`config.mk`:
```
export PLATFORM = sky130hd
export DESIGN_NAME = jt1943_rom_arbiter
export DESIGN_NICKNAME = d
export VERILOG_FILES = /design/src/rtl/jt1943_rom_pkg.sv /design/src/rtl/jt1943_rr_pick.sv /design/src/rtl/jt1943_rom_arbiter.sv
export SDC_FILE = /design/constraint.sdc
export NUM_CORES = 1
export LEC_CHECK = 0
export BUFFER_PORTS_ARGS = -buffer_cell sky130_fd_sc_hd__buf_2
export CAP_MARGIN = 20
export CORE_ASPECT_RATIO = 1.25
export CORE_MARGIN = 5
export CORE_UTILIZATION = 29
export CTS_CLUSTER_SIZE = 30
export DETAILED_ROUTE_END_ITERATION = 10
export PLACE_DENSITY = 0.5
export SLEW_MARGIN = 20
export SYNTH_ARGS = -nofsm -noshare
export SYNTH_HDL_FRONTEND = slang
export SYNTH_HIERARCHICAL = 1
export SYNTH_SLANG_ARGS = --single-unit
```
`constraint.sdc`:
```
create_clock -name clk -period 12.1 [get_ports clk]
set_input_delay 2.42 -clock clk [delete_from_list [all_inputs] [get_ports clk]]
set_output_delay 2.42 -clock clk [all_outputs]
set_load 0.05 [all_outputs]
```
`src/rtl/jt1943_rom_pkg.sv`:
```
// Shared constants and FSM encoding for the jt1943 ROM read-port arbiter.
package jt1943_rom_pkg;

  localparam int unsigned DEF_AW = 22;
  localparam int unsigned DEF_DW = 32;

  typedef logic [1:0] state_t;

  localparam logic [1:0] ST_IDLE      = 2'd0;
  localparam logic [1:0] ST_WAIT_ACK  = 2'd1;
  localparam logic [1:0] ST_WAIT_DATA = 2'd2;

  // Slot index width; never narrower than one bit.
  function automatic int unsigned slot_iw(input int unsigned slots);
    return (slots > 1) ? $clog2(slots) : 1;
  endfunction

endpackage

```
`src/rtl/jt1943_rr_pick.sv`:
```
// Round-robin picker: first pending slot searching upward from ptr+1, wrapping.
module jt1943_rr_pick
  import jt1943_rom_pkg::*;
#(
  parameter int unsigned SLOTS = 4,
  parameter int unsigned IW    = slot_iw(SLOTS)
) (
  input  logic [SLOTS-1:0] pend,
  input  logic [IW-1:0]    ptr,
  output logic             any,
  output logic [IW-1:0]    idx
);

  int unsigned cand;

  always_comb begin
    any  = 1'b0;
    idx  = '0;
    cand = 0;
    for (int unsigned k = 1; k <= SLOTS; k++) begin
      cand = (32'(ptr) + k) % SLOTS;
      if (!any && pend[IW'(cand)]) begin
        any = 1'b1;
        idx = IW'(cand);
      end
    end
  end

endmodule

```
`src/rtl/jt1943_rom_arbiter.sv`:
```
// Shares the SDRAM read port among ROM requesters, each with a one-entry cache;
// misses are fetched round-robin and refresh is allowed only while idle.
module jt1943_rom_arbiter
  import jt1943_rom_pkg::*;
#(
  parameter int unsigned SLOTS = 4,
  parameter int unsigned AW    = DEF_AW,
  parameter int unsigned DW    = DEF_DW
) (
  input  logic                clk,
  input  logic                rst,
  input  logic [SLOTS-1:0]    slot_req,
  input  logic [SLOTS*AW-1:0] slot_addr,
  output logic [SLOTS-1:0]    slot_ok,
  output logic [SLOTS*DW-1:0] slot_dout,
  input  logic                downloading,
  input  logic                loop_rst,
  output logic                sdram_req,
  output logic [AW-1:0]       sdram_addr,
  input  logic                sdram_ack,
  input  logic                data_rdy,
  input  logic [DW-1:0]       data_read,
  output logic                refresh_en
);

  localparam int unsigned IW = slot_iw(SLOTS);

  state_t          state, state_nx;
  logic [IW-1:0]   sel, ptr, pick_idx;
  logic            pick_any;
  logic [SLOTS-1:0] valid, hit, pend;
  logic [AW-1:0]   cache_addr [SLOTS];
  logic [AW-1:0]   req_addr   [SLOTS];
  logic            hold, issue, fill, req_clr;

  // Per-slot hit detection against the one-entry caches.
  always_comb begin
    for (int unsigned i = 0; i < SLOTS; i++) begin
      req_addr[i] = slot_addr[i*AW +: AW];
      hit[i]      = valid[i] & (cache_addr[i] == req_addr[i]);
    end
  end

  assign slot_ok = slot_req & hit;
  assign pend    = slot_req & ~hit;
  assign hold    = downloading | loop_rst;

  jt1943_rr_pick #(.SLOTS(SLOTS), .IW(IW)) u_pick (
    .pend (pend),
    .ptr  (ptr),
    .any  (pick_any),
    .idx  (pick_idx)
  );

  always_ff @(posedge clk or posedge rst) begin
    if (rst) state <= ST_IDLE;
    else     state <= state_nx;
  end

  // Next state; ack and data in the same WAIT_ACK cycle count as both events.
  always_comb begin
    state_nx = state;
    issue    = 1'b0;
    fill     = 1'b0;
    req_clr  = 1'b0;
    if (hold) begin
      state_nx = ST_IDLE;
    end else begin
      case (state)
        ST_IDLE: begin
          if (pick_any) begin
            issue    = 1'b1;
            state_nx = ST_WAIT_ACK;
          end
        end
        ST_WAIT_ACK: begin
          if (sdram_ack) begin
            req_clr  = 1'b1;
            fill     = data_rdy;
            state_nx = data_rdy ? ST_IDLE : ST_WAIT_DATA;
          end
        end
        ST_WAIT_DATA: begin
          if (data_rdy) begin
            fill     = 1'b1;
            state_nx = ST_IDLE;
          end
        end
        default: state_nx = ST_IDLE;
      endcase
    end
  end

  // Request, pointer and valid bookkeeping.
  always_ff @(posedge clk or posedge rst) begin
    if (rst) begin
      sdram_req  <= 1'b0;
      sdram_addr <= '0;
      refresh_en <= 1'b1;
      sel        <= '0;
      ptr        <= IW'(SLOTS - 1);
      valid      <= '0;
    end else if (hold) begin
      sdram_req  <= 1'b0;
      refresh_en <= 1'b1;
      valid      <= '0;
    end else begin
      if (issue) begin
        sel        <= pick_idx;
        ptr        <= pick_idx;
        sdram_addr <= req_addr[pick_idx];
        sdram_req  <= 1'b1;
        refresh_en <= 1'b0;
      end else if (state == ST_IDLE) begin
        refresh_en <= 1'b1;
      end
      if (req_clr) sdram_req <= 1'b0;
      if (fill)    valid[sel] <= 1'b1;
    end
  end

  // Fill stores the latched fetch address, not the slot's current one.
  always_ff @(posedge clk or posedge rst) begin
    if (rst) begin
      for (int unsigned i = 0; i < SLOTS; i++) cache_addr[i] <= '0;
      slot_dout <= '0;
    end else if (fill) begin
      cache_addr[sel]            <= sdram_addr;
      slot_dout[32'(sel)*DW +: DW] <= data_read;
    end
  end

endmodule

```
After elaboration in Yosys (flattened, before gate mapping)
Index checks and enable logic that the tools add are counted.

cells by class
  $add $sub $neg = 5
  order comparisons = 9
  equal/unequal tests = 9
  shift-type cells = 2
  mux-type cells = 49
  bitwise operators = 12
  reduce and logical (&&, ||, !) cells = 14

operators with widths
  kind                                                                       count
  128-bit bitwise mux                                                        1
  32-bit by 34-bit variable shift with 128-bit output, first input constant  1
  32-bit by 34-bit variable part select with 128-bit output                  1
  88-bit bitwise mux                                                         1
  22-bit equality test                                                       4
  22-bit 2-to-1 mux                                                          3
  22-bit binary-select mux with 2-bit select                                 1
  22-bit demux with 2-bit select                                             1
  7-bit negation with 34-bit output                                          1
  1-bit 2-to-1 mux                                                           24
  2-bit 2-to-1 mux                                                           9
  2-bit by 3-bit < comparator with 1-bit output, second input constant       5
  3-bit != test, second input constant                                       3
  4-bit bitwise AND                                                          2
  1-bit binary-select mux with 2-bit select                                  4
  4-bit 2-to-1 mux                                                           2
  3-bit greater-or-equal comparator, second input constant                   2
  2-bit inverter with 3-bit output                                           2
  2-bit case mux with 3 select lines                                         1
  3-bit nonzero test                                                         2
  1-bit logical AND                                                          5
  2-bit by 1-bit adder with 2-bit output, second input constant              2
  2-bit adder, second input constant                                         2
  1-bit bitwise AND                                                          4
  15 further kinds                                                           17

storage, ports and cells
  bits in registers = 250
  bits of input ports = 130
  output and inout port bits = 156
  logic and storage cells = 112

Logic depth before layout (Yosys ltp)
  depth in word-level cells = 22
  gate-level depth with buffers = 12

Modules after synthesis
Netlist, hierarchy kept.

by module, submodules not included
  module              times used  cells each  area each (um^2)
  jt1943_rom_arbiter  1           1058        11278.3
  jt1943_rr_pick      1           14          91.3

Worst setup path before layout
OpenSTA, ideal clock, no wires.

  kind = input to output
  start = input slot_addr[67]
  end = output slot_ok[3]
  arrival time = 3.472 ns
  path slack = 6.208 ns
  cell stages on the path = 4
  buffers on the path = 0
  cell sequence = xnor2_1 > nand4_1 > nor4_1 > and4_1

between the ends
  word-level cells in the longest chain between the ends = 3

ends and longest elaborated chain
  what                  RTL line                  source
  start, declared       jt1943_rom_arbiter.sv:13  input logic [SLOTS*AW-1:0] slot_addr,
  22-bit equality test  jt1943_rom_arbiter.sv:40  hit[i] = valid[i] & (cache_addr[i] == req_addr[i]);
  1-bit bitwise AND     jt1943_rom_arbiter.sv:40
  4-bit bitwise AND     jt1943_rom_arbiter.sv:44  assign slot_ok = slot_req & hit;
  end, declared         jt1943_rom_arbiter.sv:14  output logic [SLOTS-1:0] slot_ok,

No other way between the ends.

Worst setup path after layout
  start = input slot_addr[74]
  end = output slot_ok[3]

Same word-level chain as after synthesis.

==> impl_metrics.env <==
export IMPL_cts_max_level=1
export IMPL_powerDensity_mw_per_mm2=158
export IMPL_post_cts_buffers=0
export IMPL_die_w_um=187
export IMPL_clk_latency_ns=0.54
export IMPL_grt_max_degree=124
export IMPL_areaGrowthSynthToFinish_pct=26.3
export IMPL_finalSetupTns_ns=0
export IMPL_n_antenna_cell=0
export IMPL_p_int_w=0.00157
export IMPL_wl_mm=37.5
export IMPL_sequentialPowerShare_pct=40.9
export IMPL_outcome="completed"
export IMPL_cts_sinks=250
export IMPL_seq_area_frac_synth_pct=55.1
export IMPL_drive_gt1_share_pct=34.9
export IMPL_synth_top_family_by_area="simple AND/OR/NAND/NOR gates"
export IMPL_avgSynthCellArea_sq_um=10.6
export IMPL_core_sq_mm=0.0389
export IMPL_finalSetupViolations=0
export IMPL_drtPass1Iterations=4
export IMPL_synth_seq_cells=250
export IMPL_synth_warning_count=6
export IMPL_criticalPathCategory="in2out"
export IMPL_syn_num_nets=1214
export IMPL_p_sw_share_pct=30.9
export IMPL_setup_slack_ns=5.50
export IMPL_cts_inserted_buffers=28
export IMPL_hold_violations=0
export IMPL_place_ws_ns=5.49
export IMPL_worstPathRequired_ns=9.68
export IMPL_syn_area_sq_mm=0.0114
export IMPL_period_share_pct=54.5
export IMPL_die_area_sq_mm=0.0433
export IMPL_place_gp_congestion=0.811
export IMPL_grt_usage_pct=16.9
export IMPL_maxSlewViolCount=0
export IMPL_synthMuxAreaShare_pct=13.2
export IMPL_irDropWorstVdd_v=0.0000832
export IMPL_p_sw_w=0.000701
export IMPL_grt_overflow_total=0
export IMPL_grt_pass1_vias=8923
export IMPL_cts_hold_buf=0
export IMPL_ios=286
export IMPL_rows=81
export IMPL_fin_crit_ns=6.60
export IMPL_hold_class="reg2reg"
export IMPL_clock_skew_ns=0.0130
export IMPL_synthCells=1072
export IMPL_path_max_fanout=2
export IMPL_drt_iter0_drc=445
export IMPL_max_cap_viol_count=0
export IMPL_p_clk_share_pct=40.2
export IMPL_worst_pin_slew_ns=0.947
export IMPL_grt_pass1_wl_mm=57.3
export IMPL_synth_fa_ha_area_share_pct=1.32
export IMPL_ctsResizeCount=0
export IMPL_port_buffers=285
export IMPL_yosys_area_share_simple_pct=14.5
export IMPL_rsz0062_at_grt="false"
export IMPL_post_dp_hpwl_mm=26.8
export IMPL_grt_antenna_before_repair=1
export IMPL_postRouteAntennaNets=0
export IMPL_viasPerCell=4.65
export IMPL_cts_clk_slew_worst_paths_ns=0.06
export IMPL_synth_xor_area_share_pct=6.78
export IMPL_fin_nets=1492
export IMPL_fmax_mhz=152
export IMPL_routed_via_count=8693
export IMPL_cts_tree="built"
export IMPL_critPathLaunchType="primary input"
export IMPL_start_util_pct=29.2
export IMPL_p_comb_share_pct=18.9
export IMPL_leakagePower_nw=7.12
export IMPL_cts_path_max_buffers=3
export IMPL_die_h_um=231
export IMPL_relSlewSlack_pct=36.9
export IMPL_critPathArrivalTime_ns=4.18
export IMPL_yosys_cell_types_count=35
export IMPL_ctsRootBufferMaster="clkbuf_16"
export IMPL_synth_compound_area_share_pct=6.70
export IMPL_drc=0
export IMPL_end_kind="output port"
export IMPL_wl_per_cell_um=20.0
[final timing paths]
path | start | to | slack (ns) | cells after the start
max in group asynchronous | rst | slot_dout[68]$_DFFE_PP0P_ | 7.83 | 4
worst max-delay path | slot_addr[74] | slot_ok[3] | 5.50 | 6
worst min register to register | slot_dout[120]$_DFFE_PP0P_ | slot_dout[120]$_DFFE_PP0P_ | 0.47 | 2
worst min-delay path | slot_dout[120]$_DFFE_PP0P_ | slot_dout[120]$_DFFE_PP0P_ | 0.47 | 2
worst max register to register | cache_addr[87]$_DFFE_PP0P_ | sdram_addr[2]$_DFFE_PP0P_ | 8.52 | 11
min in group asynchronous | rst | cache_addr[1]$_DFFE_PP0P_ | 2.02 | 2
[state kept, by name (all words and copies together) (netlist names)]
signal,flops
sdram_addr,22
cache_addr,88
valid,4
ptr,2
refresh_en,1
sdram_req,1
sel,2
slot_dout,128
state,2
[cells in the final DEF (no fill, tap or decap), types with 3 or more instances in the layout]
| cell | netlist | final |
|---|---|---|
| a21boi_0 | 3 | 3 |
| a21oi_1 | 4 | 3 |
| a31oi_1 | 3 | 3 |
| and3_1 | 3 | 3 |
| buf_2 | 5 | 285 |
| buf_4 | 8 | 18 |
| bufinv_16 | 0 | 4 |
| clkbuf_1 | 42 | 3 |
| clkbuf_16 | 0 | 29 |
| clkbuf_8 | 0 | 6 |
| clkinv_2 | 0 | 8 |
| dfrtp_1 | 247 | 247 |
| dfstp_2 | 3 | 3 |
| ha_1 | 12 | 12 |
| inv_1 | 9 | 8 |
| mux2_2 | 88 | 88 |
| mux4_2 | 22 | 22 |
| nand2_1 | 342 | 342 |
| nand2b_1 | 3 | 3 |
| nand3_1 | 7 | 3 |
| nand3_2 | 0 | 4 |
| nand4_1 | 16 | 16 |
| nor2_1 | 4 | 4 |
| nor2b_1 | 3 | 3 |
| nor3b_2 | 0 | 3 |
| nor4_1 | 10 | 10 |
| o21ai_0 | 132 | 132 |
| xnor2_1 | 66 | 66 |
| xor2_1 | 22 | 22 |
[routing by layer]
metal  part of all wire, %  vias up  GRT usage, %
met4                   2.5        2          4.60
met2                    49      262          29.0
li1                      -     4157             -
met3                   6.6       43          4.37
met1                    42     4229          21.2
met5                 0.019        -             0
[final cells by class]
type	instances	area (sq um)
fillers	3977	24600
flip-flops and latches	250	6260
multi-input cells	758	4890
repair buffers	303	1560
clock buffers	38	820
well taps	498	623
clock inverters	13	169
inverters	9	41.3
[worst max-delay path, stage by stage]
cell and delay (ns):
buf_2 0.12, xnor2_1 0.31, nand4_1 0.27, nor4_1 0.48
and4_1 0.30, buf_2 0.28
[metrics by stage]
step	std cells	util, %	instance area [sq um]	hold slack (ns)	total power (W)
2_1_floorplan	1072	-	11400	0.446	0.00121
3_3_place_gp	1818	34.4	13400	0.459	0.00138
3_5_place_dp	1818	34.4	13400	0.465	0.00138
4_1_cts	1869	36.9	14400	0.479	0.00231
5_1_grt	1869	36.9	14400	0.492	0.00238
6_report	1869	36.9	14400	0.475	0.00227
[Yosys cell counts (all sizes together)]
master	count	share of area, %
a2111oi	1	0.077
a21boi	3	0.20
a21o	1	0.066
a21oi	5	0.25
a31oi	3	0.17
and2	1	0.066
and2b	1	0.066
and3	3	0.17
and4	2	0.15
and4bb	1	0.11
buf	13	0.75
clkbuf	42	1.4
dfrtp	247	54
dfstp	3	0.69
ha	12	1.3
inv	9	0.30
mux2	88	8.7
mux2i	2	0.18
mux4	22	4.4
nand2	342	11
nand2b	3	0.17
nand3	7	0.31
nand4	16	0.88
nor2	4	0.13
nor2b	3	0.17
nor3	3	0.13
nor3b	3	0.20
nor4	10	0.55
nor4b	1	0.077
o21ai	132	5.8
o221ai	1	0.13
xnor2	66	5.1
xor2	22	1.7
[power groups by stage]
stage	Clock (W)	Sequential, W	Combinational [W]
after floorplan	0	0.00102	0.000195
after global placement	0	0.000943	0.000433
after detailed placement	0	0.000945	0.000435
after CTS	0.000946	0.000930	0.000436
after global routing	0.000977	0.000936	0.000463
final	0.000914	0.000929	0.000428
[cell families after synthesis]
kind of cell    Yosys count
buf+inv                  64
fa+ha+maj                12
simple gates            400
mux                     112
xor+xnor                 88
flops                   250
compound gates          146
Power figures use the tool's default switching activity.
